`src/rtl/aud_ctrl.sv`:
```
// aud_ctrl: record/playback mode controller.
// Turns debounced key pulses into single-cycle recorder/player commands,
// remembers where the last complete recording ended and keeps an
// elapsed-seconds counter for the display.
module aud_ctrl #(
   parameter int unsigned CLK_HZ      = 12000000,
   parameter int unsigned MAX_SEC     = 255,
   parameter int unsigned TIMEOUT_CYC = 1024
) (
   input  logic        i_clk,
   input  logic        i_rst,
   input  logic        i_key_rec,
   input  logic        i_key_play,
   input  logic        i_key_pause,
   input  logic        i_key_stop,
   input  logic        i_rec_done,
   input  logic [19:0] i_rec_addr,
   input  logic        i_play_done,
   output logic        o_rec_start,
   output logic        o_rec_pause,
   output logic        o_rec_stop,
   output logic        o_play_start,
   output logic        o_play_pause,
   output logic        o_play_stop,
   output logic [19:0] o_play_end,
   output logic        o_has_data,
   output logic [2:0]  o_state,
   output logic [7:0]  o_sec,
   output logic        o_err
);

   localparam int unsigned TICK_W = (CLK_HZ > 1) ? $clog2(CLK_HZ) : 1;
   localparam int unsigned WAIT_W = (TIMEOUT_CYC > 1) ? $clog2(TIMEOUT_CYC) : 1;
   localparam logic [TICK_W-1:0] TICK_LAST = TICK_W'(CLK_HZ - 1);
   localparam logic [WAIT_W-1:0] WAIT_LAST = WAIT_W'(TIMEOUT_CYC - 1);
   localparam logic [7:0]        SEC_MAX   = 8'(MAX_SEC);

   typedef enum logic [2:0] {
      IDLE       = 3'd0,
      REC        = 3'd1,
      REC_PAUSE  = 3'd2,
      REC_WAIT   = 3'd3,
      PLAY       = 3'd4,
      PLAY_PAUSE = 3'd5,
      PLAY_WAIT  = 3'd6
   } state_t;

   state_t            state_q;
   state_t            state_d;
   logic              rec_done_q;
   logic              play_done_q;
   logic              rec_rise;
   logic              play_rise;
   logic [TICK_W-1:0] tick_cnt;
   logic [WAIT_W-1:0] wait_cnt;
   logic              rec_start_d;
   logic              rec_pause_d;
   logic              rec_stop_d;
   logic              play_start_d;
   logic              play_pause_d;
   logic              play_stop_d;
   logic              err_d;
   logic              latch_d;
   logic              sec_clr_d;

   // Done is high while a sub-block is idle, so only its rising edge means "finished"
   assign rec_rise  = i_rec_done & ~rec_done_q;
   assign play_rise = i_play_done & ~play_done_q;
   assign o_state   = state_q;

   // Next-state and command decode; keys that a state does not react to are simply dropped
   always_comb begin
      state_d      = state_q;
      rec_start_d  = 1'b0;
      rec_pause_d  = 1'b0;
      rec_stop_d   = 1'b0;
      play_start_d = 1'b0;
      play_pause_d = 1'b0;
      play_stop_d  = 1'b0;
      err_d        = 1'b0;
      latch_d      = 1'b0;
      sec_clr_d    = 1'b0;
      case (state_q)
         IDLE: begin
            if (i_key_rec) begin
               rec_start_d = 1'b1;
               sec_clr_d   = 1'b1;
               state_d     = REC;
            end else if (i_key_play && o_has_data) begin
               play_start_d = 1'b1;
               sec_clr_d    = 1'b1;
               state_d      = PLAY;
            end
         end
         REC: begin
            if (i_key_stop) begin
               rec_stop_d = 1'b1;
               state_d    = REC_WAIT;
            end else if (i_key_pause) begin
               rec_pause_d = 1'b1;
               state_d     = REC_PAUSE;
            end else if (rec_rise) begin
               latch_d = 1'b1;
               state_d = IDLE;
            end
         end
         REC_PAUSE: begin
            if (i_key_stop) begin
               rec_stop_d = 1'b1;
               state_d    = REC_WAIT;
            end else if (i_key_rec) begin
               rec_start_d = 1'b1;
               state_d     = REC;
            end
         end
         REC_WAIT: begin
            if (rec_rise) begin
               latch_d = 1'b1;
               state_d = IDLE;
            end else if (wait_cnt == WAIT_LAST) begin
               err_d   = 1'b1;
               state_d = IDLE;
            end
         end
         PLAY: begin
            if (i_key_stop) begin
               play_stop_d = 1'b1;
               state_d     = PLAY_WAIT;
            end else if (i_key_pause) begin
               play_pause_d = 1'b1;
               state_d      = PLAY_PAUSE;
            end else if (play_rise) begin
               state_d = IDLE;
            end
         end
         PLAY_PAUSE: begin
            if (i_key_stop) begin
               play_stop_d = 1'b1;
               state_d     = PLAY_WAIT;
            end else if (i_key_play) begin
               play_start_d = 1'b1;
               state_d      = PLAY;
            end
         end
         PLAY_WAIT: begin
            if (play_rise) begin
               state_d = IDLE;
            end else if (wait_cnt == WAIT_LAST) begin
               err_d   = 1'b1;
               state_d = IDLE;
            end
         end
         default: state_d = IDLE;
      endcase
   end

   // State register, registered command pulses and done-edge history
   always_ff @(posedge i_clk) begin
      if (i_rst) begin
         state_q      <= IDLE;
         o_rec_start  <= 1'b0;
         o_rec_pause  <= 1'b0;
         o_rec_stop   <= 1'b0;
         o_play_start <= 1'b0;
         o_play_pause <= 1'b0;
         o_play_stop  <= 1'b0;
         o_err        <= 1'b0;
         rec_done_q   <= 1'b0;
         play_done_q  <= 1'b0;
      end else begin
         state_q      <= state_d;
         o_rec_start  <= rec_start_d;
         o_rec_pause  <= rec_pause_d;
         o_rec_stop   <= rec_stop_d;
         o_play_start <= play_start_d;
         o_play_pause <= play_pause_d;
         o_play_stop  <= play_stop_d;
         o_err        <= err_d;
         rec_done_q   <= i_rec_done;
         play_done_q  <= i_play_done;
      end
   end

   // Wait-state timeout counter, zero whenever we are outside a wait state
   always_ff @(posedge i_clk) begin
      if (i_rst) begin
         wait_cnt <= '0;
      end else if (state_q == REC_WAIT || state_q == PLAY_WAIT) begin
         wait_cnt <= wait_cnt + 1'b1;
      end else begin
         wait_cnt <= '0;
      end
   end

   // Elapsed time: ticks only while actively recording or playing, seconds saturate
   always_ff @(posedge i_clk) begin
      if (i_rst) begin
         tick_cnt <= '0;
         o_sec    <= 8'd0;
      end else if (sec_clr_d) begin
         tick_cnt <= '0;
         o_sec    <= 8'd0;
      end else if (state_q == IDLE) begin
         tick_cnt <= '0;
      end else if (state_q == REC || state_q == PLAY) begin
         if (tick_cnt == TICK_LAST) begin
            tick_cnt <= '0;
            if (o_sec != SEC_MAX) begin
               o_sec <= o_sec + 8'd1;
            end
         end else begin
            tick_cnt <= tick_cnt + 1'b1;
         end
      end
   end

   // Capture the end of a recording only when the recorder really finished
   always_ff @(posedge i_clk) begin
      if (i_rst) begin
         o_play_end <= 20'd0;
         o_has_data <= 1'b0;
      end else if (latch_d) begin
         o_play_end <= i_rec_addr;
         o_has_data <= 1'b1;
      end
   end

endmodule
```
`config.mk`:
```
export PLATFORM = sky130hd
export DESIGN_NAME = aud_ctrl
export DESIGN_NICKNAME = d
export VERILOG_FILES = /design/src/rtl/aud_ctrl.sv
export SDC_FILE = /design/constraint.sdc
export NUM_CORES = 1
export LEC_CHECK = 0
export ABC_AREA = 1
export BUFFER_PORTS_ARGS = -buffer_cell sky130_fd_sc_hd__clkbuf_2
export CORE_UTILIZATION = 56
export DETAILED_ROUTE_END_ITERATION = 10
export HOLD_SLACK_MARGIN = 0.08
export PLACE_DENSITY_LB_ADDON = 0.12
export SETUP_SLACK_MARGIN = 0.02
export SLEW_MARGIN = 20
export SYNTH_ARGS = -nofsm -noshare
export SYNTH_HDL_FRONTEND = slang
export SYNTH_SLANG_ARGS = --single-unit
```
`constraint.sdc`:
```
create_clock -name i_clk -period 2.2 [get_ports i_clk]
set_input_delay 0.44 -clock i_clk [delete_from_list [all_inputs] [get_ports i_clk]]
set_output_delay 0.44 -clock i_clk [all_outputs]
set_load 0.01 [all_outputs]
```
==> results of run 1 <==
[worst max path at each step]
| stage | startpoint | endpoint |
|---|---|---|
| after global routing | o_state[2]$_SDFFE_PP0P_ | tick_cnt[20]$_SDFFE_PP0P_ |
| after global placement | o_state[2]$_SDFFE_PP0P_ | tick_cnt[21]$_SDFFE_PP0P_ |
| after floorplan | tick_cnt[0]$_SDFFE_PP0P_ | tick_cnt[14]$_SDFFE_PP0P_ |
| after detailed placement | o_state[2]$_SDFFE_PP0P_ | tick_cnt[15]$_SDFFE_PP0P_ |
| after CTS | o_state[2]$_SDFFE_PP0P_ | tick_cnt[22]$_SDFFE_PP0P_ |
| final | o_state[2]$_SDFFE_PP0P_ | tick_cnt[13]$_SDFFE_PP0P_ |
[layer usage]
layer | up-vias | GRT usage, %
met4 | 0 | 10.0
met5 | - | 0
li1 | 1871 | -
met3 | 14 | 5.47
met2 | 80 | 39.6
met1 | 1578 | 30.6
[sequential cells by signal, indices dropped and copies added, names as in the netlist]
name / count
o_play_start: 1
rec_done_q: 1
o_rec_start: 1
tick_cnt: 24
play_done_q: 1
o_state: 3
o_has_data: 1
o_sec: 8
o_err: 1
o_rec_pause: 1
o_play_stop: 1
o_play_end: 20
o_rec_stop: 1
wait_cnt: 10
o_play_pause: 1
[cell families after synthesis]
| kind of cell | Yosys count | share of synthesized area, % |
|---|---|---|
| AO/OA/AOI/OAI | 61 | 8.46 |
| XOR/XNOR | 9 | 2.13 |
| adder cells (fa/ha/maj) | 3 | 1.02 |
| buffers and inverters | 83 | 9.14 |
| flip-flops | 75 | 40.6 |
| AND/OR/NAND/NOR | 319 | 38.6 |
[final cells by class]
cell class | instances | area share, %
clock inverters | 4 | 1.68
well taps | 77 | 2.23
inverters | 71 | 6.23
repair buffers | 71 | 8.51
flip-flops and latches | 75 | 34.8
multi-input cells | 392 | 43.0
clock buffers | 12 | 3.59
[Yosys cell counts]
cell type    n  area share, %
nand2_1    114             12
nand3_2      2           0.54
dfxtp_1     75             41
and2_1       1           0.17
nor2_2       4           0.68
xor2_1       7            1.7
nand2_2      3           0.51
buf_4        2           0.41
ha_1         3            1.0
xnor2_1      2           0.47
nor2_1     120             12
nand3b_1     2           0.41
nor3_2       1           0.27
a21oi_1     28            3.8
clkbuf_1     4           0.41
a211oi_1     1           0.20
nand3_4      1           0.47
nand4_4      2            1.2
inv_1       65            6.6
buf_1        1           0.10
nor2_4       6            1.8
nor3_1      13            1.8
buf_8        1           0.41
or2_1        1           0.17
or2_0        1           0.17
o22ai_1      1           0.17
inv_4        1           0.17
inv_2        5           0.51
a21oi_2      1           0.24
o21ai_0     26            3.5
buf_2        4           0.54
nand3_1     40            5.4
o21ai_1      4           0.54
nand4_1      8            1.4
[power groups by stage]
| stage | clock network, W | logic [W] | registers (W) |
|---|---|---|---|
| after floorplan | 0 | 0.000820 | 0.00156 |
| after detailed placement | 0 | 0.00101 | 0.00157 |
| after global routing | 0.00127 | 0.00115 | 0.00156 |
| after global placement | 0 | 0.000998 | 0.00157 |
| after CTS | 0.00121 | 0.00102 | 0.00154 |
| final | 0.00119 | 0.00102 | 0.00154 |
[stage by stage]
step	cell area (µm²)	util [%]	instances	setup WS [ns]	hold slack, ns
floorplan	3700	-	550	0.662	0.418
global placement	4090	64.5	686	0.411	0.429
detailed placement	4090	64.5	686	0.336	0.439
CTS	4320	68.0	702	0.318	0.307
global route	4320	68.0	702	0.0558	0.316
finish	4320	68.0	702	0.272	0.320
[worst max-delay path, cell delays in order (launching register included)]
cell and delay [ns]:
dfxtp_1 0.55, nand3_2 0.18, nand2_2 0.40, nand2_1 0.18, nor3_2 0.27, nand2_1 0.09
o21ai_1 0.09, nor2_1 0.05
==> tab_implementation.tex, run 1 <==
\begin{tabular}{lr}
\hline
Metric & Value \\
\hline
\multicolumn{2}{l}{\textbf{Run status}} \\
\quad Run status & completed \\
\multicolumn{2}{l}{\textbf{Synthesis}} \\
\quad Average instance area after synthesis & around 6.7 µm² \\
\quad Count of distinct cell types in the synthesized netlist & 34 \\
\quad Synthesis-stage register bit count & 75 \\
\quad Number of cells produced by synthesis & 550 \\
\quad Synthesized Nets & approximately 580 \\
\quad Share of the yosys chip area belonging to registers & between 40\% and 50\% \\
\quad Area of the mapped netlist & between 3000 and 4000 µm² \\
\quad Synth warnings & 0 \\
\multicolumn{2}{l}{\textbf{Global route}} \\
\quad Initial antenna violation count & 0 \\
\quad Via count of the first global-routing pass & 3171 \\
\quad Maximum number of pins on one net before global-route repair & 23 \\
\quad Wire length of the first global-routing pass & around 14000 µm \\
\quad Total global routing overflow & 0 \\
\quad GRT Resource Usage Total & roughly 24\% \\
\multicolumn{2}{l}{\textbf{Cells and area}} \\
\quad Fraction of layout instances using a drive strength above 1 & 17.9\% \\
\quad Most common library cell in the layout ignoring fill and taps & nor2\_1 \\
\quad Combined area of the multi-input logic cells & 1860 µm² \\
\quad Most frequent cells in the layout & 120 x nor2\_1, 114 x nand2\_1, 75 x dfxtp\_1 \\
\quad Sequential Area & 1500 µm² \\
\quad Filler cell count in the final layout & between 500 and 600 \\
\quad Area growth syn-to-layout & 16.9\% \\
\quad Antenna diodes & 0 \\
\quad Total number of nets in the final design & roughly 650 \\
\multicolumn{2}{l}{\textbf{Power and ir drop}} \\
\quad Pwr dens & 867 nW/µm² \\
\quad Switching component of the power & 0.00129 W \\
\quad Cell-internal power & approximately 0.0025 W \\
\quad Share of power burned in combinational logic & 27.2\% \\
\quad Relative contribution of the clock network to total power & about a third \\
\quad Peak supply drop & roughly 0.61 mV \\
\quad Fraction of power spent switching nets & around 34\% \\
\quad Lkg Pwr & 1.87 nW \\
\quad Total power & about 0.0037 W \\
\quad Sequential power share & about two fifths \\
\multicolumn{2}{l}{\textbf{Drt}} \\
\quad Total vias in the final route & 3543 \\
\quad Routed length on met1 & roughly 3800 µm \\
\quad Wire length on met3 & $\sim$330 µm \\
\quad Post-DR vias/cell & 5.05 \\
\quad Highest layer used for signal routing & met4 \\
\quad Wire length on met2 & between 3000 and 4000 µm \\
\quad Routed length per placed instance & about 12 µm \\
\quad Remaining design rule violation count & 0 \\
\quad Residual antenna-violating net count after detailed routing & 0 \\
\quad Count of routing violations after the opening detailed-route iteration & approximately 190 \\
\quad DRT Wirelength & 8120 µm \\
\quad Detailed Routing Iterations Pass 1 & 4 \\
\multicolumn{2}{l}{\textbf{Clock network}} \\
\quad Skew-Pair Late Insertion Delay & 0.34 ns \\
\quad Cts hold-fix bufs & 0 \\
\quad Post-CTS setup-driven buffer insertion count & 0 \\
\quad Number of buffers added by the clock tree synthesis step & 9 \\
\quad Clock sinks & 75 \\
\quad CTS tree & built \\
\quad Clock root buffer master & clkbuf\_8 \\
\quad Clock-pin slew of the registers on the worst-case setup and hold paths & roughly 0.070 ns \\
\quad CTS max path bufs & 2 \\
\quad Maximum level of the CTS H-tree & 3 \\
\quad Post-cts repair resize count & 0 \\
\multicolumn{2}{l}{\textbf{Critical path}} \\
\quad Arrival time reported for the critical path endpoint & between 2 and 2.5 ns \\
\quad Worst-case register-to-register setup slack & $\sim$0.27 ns \\
\quad FF-to-FF Start & o\_state[2]\$\_SDFFE\_PP0P\_ \\
\quad Kind of launch point of the worst setup path & register \\
\quad Worst path required time & 2.43 ns \\
\quad Reg2reg path depth & 7 \\
\quad Crit Path Category & reg -> reg \\
\quad Maximum fanout encountered on the critical timing path & 20 \\
\quad Worst reg2reg endpoint & tick\_cnt[13]\$\_SDFFE\_PP0P\_ \\
\quad Kind of capture point of the worst setup path & register \\
\multicolumn{2}{l}{\textbf{STA}} \\
\quad Worst Tran Pin Value & 0.502 ns \\
\quad Setup repair after global routing missed its margin & false \\
\quad Total count of max-transition violations in the final report & 0 \\
\quad Maximum frequency from static timing analysis & about 520 MHz \\
\quad Hold violation count in the final report & 0 \\
\quad Final Skew & between 0.007 and 0.008 ns \\
\quad Setup violation total in the final timing report & 0 \\
\quad Tcrit/Tclk final & about 90\% \\
\quad Final critical path time including I/O delays and setup & roughly 1.9 ns \\
\quad Slew headroom & between 60\% and 70\% \\
\quad Total Neg Setup Slack & 0 ns \\
\multicolumn{2}{l}{\textbf{Flow run}} \\
\quad Max-Cap Viols & 0 \\
\multicolumn{2}{l}{\textbf{Floorplan}} \\
\quad Die boundary width & about 83 µm \\
\quad Die boundary height & 83.3 µm \\
\quad I/O Pins & between 60 and 70 \\
\quad Initial core utilization & about three fifths \\
\quad Die footprint & just under 7000 µm² \\
\quad Row Count & 29 \\
\quad Area inside the core boundary & roughly 6300 µm² \\
\multicolumn{2}{l}{\textbf{Worst hold path}} \\
\quad Worst-case hold path end point & rec\_done\_q\$\_SDFF\_PP0\_ \\
\quad Cell depth of the worst min-delay path & 3 \\
\quad Type of the worst min-delay path & in -> reg \\
\quad Beginning of the worst hold path & i\_rec\_done \\
\multicolumn{2}{l}{\textbf{Placed design}} \\
\quad HPWL after detailed placement & between 6000 and 7000 µm \\
\quad Placer congestion estimate & 0.902 \\
\quad IO Port Bufs & between 60 and 70 \\
\hline
\end{tabular}
No activity file was read; power rests on OpenSTA's default activity.
==> inputs of run 2 (changes only) <==
--- a/config.mk
+++ b/config.mk
@@ -7,7 +7,7 @@
 export LEC_CHECK = 0
 export ABC_AREA = 1
 export BUFFER_PORTS_ARGS = -buffer_cell sky130_fd_sc_hd__clkbuf_2
-export CORE_UTILIZATION = 56
+export CORE_UTILIZATION = 50
 export DETAILED_ROUTE_END_ITERATION = 10
 export HOLD_SLACK_MARGIN = 0.08
 export PLACE_DENSITY_LB_ADDON = 0.12
==> constraint.sdc (replaced) <==
create_clock -name i_clk -period 1.7 [get_ports i_clk]
set_input_delay 0.34 -clock i_clk [delete_from_list [all_inputs] [get_ports i_clk]]
set_output_delay 0.34 -clock i_clk [all_outputs]
set_load 0.01 [all_outputs]
==> run 2 against run 1 <==
  * Sequential share of layout area is 1.3 points lower
  * Fmax up 23%
  * First-iteration DRC count shrank 24%
  * Clock skew shrank 0.0022 ns
  * Cell area is 4.2% higher
  * Global-route usage shrank 1.6 points
  * Total power rose by 39%
  * Largest power group unchanged
  * Highest routed layer unchanged
==> tab_implementation.tex, run 2 (synthesis results as in run 1) <==
\begin{tabular}{lr}
\hline
Metric & Value \\
\hline
\multicolumn{2}{l}{\textbf{Flow run}} \\
\quad Max-Cap Viols & 0 \\
\multicolumn{2}{l}{\textbf{STA}} \\
\quad Setup repair after global routing missed its margin & false \\
\quad Worst Tran Pin Value & $\sim$0.35 ns \\
\quad Setup violation total in the final timing report & 0 \\
\quad Tcrit/Tclk final & about 92\% \\
\quad Final critical path time including I/O delays and setup & between 1.5 and 2 ns \\
\quad Total Neg Setup Slack & 0 ns \\
\quad Hold violation count in the final report & 0 \\
\quad Maximum frequency from static timing analysis & roughly 640 MHz \\
\quad Final Skew & between 0.005 and 0.006 ns \\
\quad Final-layout worst hold slack & around 0.20 ns \\
\quad Total count of max-transition violations in the final report & 0 \\
\quad Slew headroom & roughly 76\% \\
\multicolumn{2}{l}{\textbf{Worst hold path}} \\
\quad Beginning of the worst hold path & i\_rec\_done \\
\quad Cell depth of the worst min-delay path & 3 \\
\quad Type of the worst min-delay path & in -> reg \\
\quad Worst-case hold path end point & rec\_done\_q\$\_SDFF\_PP0\_ \\
\multicolumn{2}{l}{\textbf{Cells and area}} \\
\quad Top flop regs & tick\_cnt: 24 flops, o\_play\_end: 20 flops, wait\_cnt: 10 flops \\
\quad Fin cells & $\sim$740 \\
\quad Number of flip-flops under the largest register name & 24 \\
\quad Antenna diodes & 0 \\
\quad Total number of nets in the final design & around 670 \\
\quad Register with the most flip-flops & tick\_cnt \\
\quad Area growth syn-to-layout & 21.8\% \\
\quad Share of the core filled with cells in the final layout & between 60\% and 70\% \\
\quad Most frequent cells in the layout & 119 x nor2\_1, 112 x nand2\_1, 73 x dfxtp\_1 \\
\quad Most common library cell in the layout ignoring fill and taps & nor2\_1 \\
\quad Filler cell count in the final layout & $\sim$660 \\
\quad Fraction of layout instances using a drive strength above 1 & about a fifth \\
\multicolumn{2}{l}{\textbf{Floorplan}} \\
\quad Row Count & 30 \\
\quad Area inside the core boundary & around 7000 µm² \\
\quad I/O Pins & 67 \\
\quad Die boundary height & just under 90 µm \\
\quad Initial core utilization & 53.0\% \\
\quad Die footprint & 7740 µm² \\
\quad Die boundary width & between 80 and 90 µm \\
\multicolumn{2}{l}{\textbf{Power and ir drop}} \\
\quad Pwr dens & roughly 1200 nW/µm² \\
\quad Peak supply drop & 0.652 mV \\
\quad Lkg Pwr & approximately 2.0 nW \\
\multicolumn{2}{l}{\textbf{Critical path}} \\
\quad Kind of capture point of the worst setup path & register \\
\quad Worst-case register-to-register setup slack & roughly 0.13 ns \\
\quad CP cell instances & ha\_4 -> nand3\_1 -> nor2\_4 -> buf\_4 -> nand3\_4 -> nor2\_4 -> nand2\_1 -> nand2\_1 -> nand2\_1 -> nor2\_1 \\
\quad FF-to-FF Start & tick\_cnt[0]\$\_SDFFE\_PP0P\_ \\
\quad Arrival time reported for the critical path endpoint & roughly 1.9 ns \\
\quad Cell type with the highest occurrence count on the critical path & nand2\_1 \\
\quad Reg2reg path depth & 10 \\
\quad Family with the most delay on the worst path & simple AND/OR/NAND/NOR gates \\
\quad Slowest cell on the critical path & dfxtp\_2 \\
\quad Worst reg2reg endpoint & tick\_cnt[18]\$\_SDFFE\_PP0P\_ \\
\quad Maximum fanout encountered on the critical timing path & 4 \\
\quad Crit Path Category & reg -> reg \\
\quad Buffering stage count on the worst path with inverters included & 1 \\
\quad Kind of launch point of the worst setup path & register \\
\quad Worst path required time & around 2.0 ns \\
\quad Stage delay of the slowest cell on the critical path & 0.38 ns \\
\multicolumn{2}{l}{\textbf{Global route}} \\
\quad Via count of the first global-routing pass & between 3000 and 4000 \\
\quad Initial antenna violation count & 0 \\
\quad Total global routing overflow & 0 \\
\quad GRT Resource Usage Total & 22.6\% \\
\quad Wire length of the first global-routing pass & between 10000 and 15000 µm \\
\quad Maximum number of pins on one net before global-route repair & 23 \\
\multicolumn{2}{l}{\textbf{Drt}} \\
\quad Post-DR vias/cell & 4.87 \\
\quad Remaining design rule violation count & 0 \\
\quad DRT Wirelength & between 8000 and 9000 µm \\
\quad Residual antenna-violating net count after detailed routing & 0 \\
\quad Total vias in the final route & around 3600 \\
\quad Detailed Routing Iterations Pass 1 & 4 \\
\quad Count of routing violations after the opening detailed-route iteration & 147 \\
\quad Routed length per placed instance & 11.2 µm \\
\multicolumn{2}{l}{\textbf{Clock network}} \\
\quad Skew-Pair Late Insertion Delay & roughly 0.35 ns \\
\quad CTS tree & built \\
\quad Clock-pin slew of the registers on the worst-case setup and hold paths & about 0.08 ns \\
\quad CTS max path bufs & 2 \\
\quad Maximum level of the CTS H-tree & 3 \\
\quad Number of buffers added by the clock tree synthesis step & 9 \\
\quad Clock root buffer master & clkbuf\_8 \\
\quad Clock sinks & 75 \\
\multicolumn{2}{l}{\textbf{Placed design}} \\
\quad IO Port Bufs & 66 \\
\quad Placer congestion estimate & roughly 0.89 \\
\quad Placed instance count & between 700 and 800 \\
\quad HPWL after detailed placement & slightly above 6000 µm \\
\multicolumn{2}{l}{\textbf{Run status}} \\
\quad Run status & completed \\
\hline
\end{tabular}
-- run 2: metal layers --
layer / global-route usage [%] / share of wire (%) / vias to the layer above
met2: 35.1 / 46 / 53
met5: 0 / 0 / -
met4: 8.94 / 1.5 / 0
li1: - / - / 1900
met3: 3.68 / 3.1 / 9
met1: 31.1 / 49 / 1617
-- run 2: area by class of cell --
type	count	area, µm²	area share [%]
clock buffers	10	128	2.83
well taps	96	120	2.67
flip-flops and latches	75	1500	33.4
multi-input cells	392	1900	42.1
clock inverters	6	113	2.50
repair buffers	85	473	10.5
inverters	71	269	5.98
-- run 2: power by group --
| part | internal [W] | total, W | switching [W] |
|---|---|---|---|
| logic | 0.000551 | 0.00157 | 0.00102 |
| registers | 0.00187 | 0.00196 | 0.0000850 |
| clock network | 0.000981 | 0.00167 | 0.000686 |
| total | 0.00340 | 0.00519 | 0.00179 |
-- run 2: tightest hold or removal path, cell delays in order --
cell	delay, ns
clkbuf_2	0.08
inv_1	0.05
nor2_1	0.04
-- run 2: metrics by stage --
stage / worst slack, ns / total power (W) / instance area [µm²]
6_report: 0.134 / 0.00519 / 4500
5_1_grt: 0.0133 / 0.00551 / 4500
4_1_cts: 0.0260 / 0.00516 / 4460
3_5_place_dp: 0.0428 / 0.00349 / 4220
3_3_place_gp: 0.0986 / 0.00348 / 4220
2_1_floorplan: 0.162 / 0.00308 / 3700
-- run 2: how the worst max path moves through the flow --
stage / startpoint / depth (start not counted) / slack, ns / end
floorplan: tick_cnt[0]$_SDFFE_PP0P_ / 9 / 0.16 / tick_cnt[14]$_SDFFE_PP0P_
global placement: tick_cnt[0]$_SDFFE_PP0P_ / 8 / 0.1 / tick_cnt[7]$_SDFFE_PP0P_
detailed placement: tick_cnt[0]$_SDFFE_PP0P_ / 8 / 0.04 / tick_cnt[12]$_SDFFE_PP0P_
CTS: tick_cnt[0]$_SDFFE_PP0P_ / 8 / 0.03 / tick_cnt[12]$_SDFFE_PP0P_
global route: tick_cnt[0]$_SDFFE_PP0P_ / 8 / 0.01 / tick_cnt[20]$_SDFFE_PP0P_
finish: tick_cnt[0]$_SDFFE_PP0P_ / 10 / 0.13 / tick_cnt[18]$_SDFFE_PP0P_
-- run 2: what timing repair did --
item                       CTS  global route
setup endpoints to repair    0            32
hold endpoints to repair     0             0
gates resized for setup      0            10
hold buffers                 0             0
setup buffers                0             0
==> inputs of run 3 (changes only) <==
--- a/config.mk
+++ b/config.mk
@@ -6,9 +6,10 @@
 export NUM_CORES = 1
 export LEC_CHECK = 0
 export ABC_AREA = 1
-export BUFFER_PORTS_ARGS = -buffer_cell sky130_fd_sc_hd__clkbuf_2
-export CORE_UTILIZATION = 50
+export CORE_MARGIN = 2
+export CORE_UTILIZATION = 68
 export DETAILED_ROUTE_END_ITERATION = 10
+export DONT_BUFFER_PORTS = 1
 export HOLD_SLACK_MARGIN = 0.08
 export PLACE_DENSITY_LB_ADDON = 0.12
 export SETUP_SLACK_MARGIN = 0.02
==> constraint.sdc (replaced) <==
create_clock -name i_clk -period 2 [get_ports i_clk]
set_input_delay 0.4 -clock i_clk [delete_from_list [all_inputs] [get_ports i_clk]]
set_output_delay 0.4 -clock i_clk [all_outputs]
set_load 0.01 [all_outputs]
==> run 3 against run 2 <==
  * Clock skew grew 0.0040 ns
  * Cell area decreased by 11%
  * Critical path depth decreased by 2
  * Setup slack better by 0.13 ns
  * First-iteration DRC count grew 60%
  * Fmax shrank 9.7%
  * Worst hold slack got worse by 0.10 ns
  * Die area is 22% lower
==> tab_implementation.tex, run 3 (synthesis results as in run 1) <==
\begin{tabular}{lr}
\hline
Metric & Value \\
\hline
\multicolumn{2}{l}{\textbf{Global route}} \\
\quad GRT Resource Usage Total & 27.8\% \\
\quad Maximum number of pins on one net before global-route repair & 23 \\
\quad Initial antenna violation count & 0 \\
\quad Via count of the first global-routing pass & about 3200 \\
\quad Wire length of the first global-routing pass & 13400 µm \\
\quad Total global routing overflow & 0 \\
\multicolumn{2}{l}{\textbf{STA}} \\
\quad Final Skew & 0.00976 ns \\
\quad Total Neg Setup Slack & 0 ns \\
\quad Maximum frequency from static timing analysis & around 580 MHz \\
\quad Worst Tran Pin Value & about 0.36 ns \\
\quad Slew headroom & between 70\% and 80\% \\
\quad Tcrit/Tclk final & 86.7\% \\
\quad Final critical path time including I/O delays and setup & about 1.7 ns \\
\quad Setup violation total in the final timing report & 0 \\
\quad Worst setup slack after layout & roughly 0.27 ns \\
\quad Hold violation count in the final report & 0 \\
\quad Setup repair after global routing missed its margin & false \\
\quad Total count of max-transition violations in the final report & 0 \\
\multicolumn{2}{l}{\textbf{Clock network}} \\
\quad Clock sinks & 75 \\
\quad Cts hold-fix bufs & 0 \\
\quad Clock root buffer master & clkbuf\_8 \\
\quad Clock-pin slew of the registers on the worst-case setup and hold paths & roughly 0.070 ns \\
\quad Number of buffers added by the clock tree synthesis step & 9 \\
\quad CTS tree & built \\
\quad Maximum level of the CTS H-tree & 3 \\
\quad Skew-Pair Late Insertion Delay & around 0.35 ns \\
\quad CTS max path bufs & 2 \\
\multicolumn{2}{l}{\textbf{Worst hold path}} \\
\quad Cell depth of the worst min-delay path & 1 \\
\quad Beginning of the worst hold path & i\_rst \\
\quad Type of the worst min-delay path & in -> reg \\
\multicolumn{2}{l}{\textbf{Critical path}} \\
\quad Worst path required time & 2.23 ns \\
\quad Maximum fanout encountered on the critical timing path & 6 \\
\quad Kind of capture point of the worst setup path & register \\
\quad Arrival time reported for the critical path endpoint & approximately 2.0 ns \\
\quad Kind of launch point of the worst setup path & register \\
\quad Start point of the critical path & tick\_cnt[0]\$\_SDFFE\_PP0P\_ \\
\quad FF-to-FF Start & tick\_cnt[0]\$\_SDFFE\_PP0P\_ \\
\quad Reg2reg path depth & 8 \\
\quad Crit Path Category & reg -> reg \\
\multicolumn{2}{l}{\textbf{Placed design}} \\
\quad Worst setup slack after placement & around 0.24 ns \\
\quad HPWL after detailed placement & between 6000 and 7000 µm \\
\quad Placer congestion estimate & 0.933 \\
\quad IO Port Bufs & 0 \\
\quad Placement Cell Area & 3810 µm² \\
\multicolumn{2}{l}{\textbf{Drt}} \\
\quad Wire length on met2 & 4220 µm \\
\quad Count of routing violations after the opening detailed-route iteration & about 240 \\
\quad Wire length on met3 & around 520 µm \\
\quad Detailed Routing Iterations Pass 1 & 5 \\
\quad Remaining design rule violation count & 0 \\
\quad Routed length on met1 & around 3400 µm \\
\quad DRT Wirelength & $\sim$8200 µm \\
\quad Post-DR vias/cell & roughly 5.4 \\
\quad Residual antenna-violating net count after detailed routing & 0 \\
\quad Routed length per placed instance & roughly 13 µm \\
\quad Highest layer used for signal routing & met4 \\
\quad Total vias in the final route & between 3000 and 4000 \\
\multicolumn{2}{l}{\textbf{Flow run}} \\
\quad Max-Cap Viols & 0 \\
\multicolumn{2}{l}{\textbf{Power and ir drop}} \\
\quad Pwr dens & slightly above 1000 nW/µm² \\
\quad Peak supply drop & approximately 0.74 mV \\
\quad Total power & $\sim$0.004 W \\
\quad Lkg Pwr & around 1.6 nW \\
\multicolumn{2}{l}{\textbf{Cells and area}} \\
\quad Fraction of layout instances using a drive strength above 1 & 9.20\% \\
\quad Number of flip-flops under the largest register name & 24 \\
\quad Total number of nets in the final design & slightly below 600 \\
\quad Final design instance area without fill & $\sim$4000 µm² \\
\quad Register with the most flip-flops & tick\_cnt \\
\quad Antenna diodes & 0 \\
\quad Most frequent cells in the layout & 120 x nor2\_1, 114 x nand2\_1, 74 x dfxtp\_1 \\
\quad Most common library cell in the layout ignoring fill and taps & nor2\_1 \\
\quad Top flop regs & tick\_cnt: 24 flops, o\_play\_end: 20 flops, wait\_cnt: 10 flops \\
\quad Area growth syn-to-layout & 8.60\% \\
\multicolumn{2}{l}{\textbf{Run status}} \\
\quad Run status & completed \\
\multicolumn{2}{l}{\textbf{Floorplan}} \\
\quad Area inside the core boundary & a little over 5000 µm² \\
\quad Row Count & 26 \\
\quad Die boundary height & between 70 and 80 µm \\
\quad Die boundary width & slightly below 80 µm \\
\quad Die footprint & 6040 µm² \\
\quad I/O Pins & 67 \\
\quad Initial core utilization & 71.5\% \\
\hline
\end{tabular}
## run 3: per-layer routing
layer	global-route usage, %	vias up
li1	-	1756
met1	31.4	1573
met2	49.1	116
met3	9.53	7
met4	8.75	0
met5	0	-
## run 3: critical path: stages, from the launching register on
cell	delay [ns]
dfxtp_1	0.38
ha_1	0.24
nand3_1	0.14
nor2_4	0.20
nand3_2	0.12
nor2_4	0.18
nand2_1	0.09
nand2_1	0.21
nor3_1	0.07
## run 3: power breakdown
part	total [W]	internal, W	leakage (nW)	switching (W)
logic	0.00113	0.000361	0.900	0.000774
registers	0.00170	0.00159	0.606	0.000113
clock network	0.00124	0.000699	0.0996	0.000546
## run 3: worst paths after layout
| check | slack (ns) | to |
|---|---|---|
| min | 0.1 | o_state[2]$_SDFFE_PP0P_ |
| max reg2reg | 0.27 | tick_cnt[5]$_SDFFE_PP0P_ |
| max | 0.27 | tick_cnt[5]$_SDFFE_PP0P_ |
| min reg2reg | 0.46 | wait_cnt[0]$_SDFF_PP0_ |
## run 3: final cells by class
type	count	area, µm²
clock buffer	11	131
timing repair buffer	12	90.1
clock inverter	4	76.3
sequential	75	1500
inverter	71	269
tap	70	87.6
fill	403	1160
multi-input combinational	392	1860
## run 3: timing repair
action | CTS | global route
setup endpoints to repair | 0 | 2
hold endpoints to repair | 0 | 0
gates resized for setup | 0 | 1
buffers inserted | 0 | 0
## run 3: stage by stage
| step | instances | hold WS, ns | utilization [%] |
|---|---|---|---|
| after floorplan | 550 | 0.418 | - |
| after global placement | 620 | 0.432 | 73.6 |
| after detailed placement | 620 | 0.449 | 73.6 |
| after CTS | 635 | 0.0997 | 77.6 |
| after global routing | 635 | 0.0887 | 77.6 |
| final | 635 | 0.0985 | 77.6 |
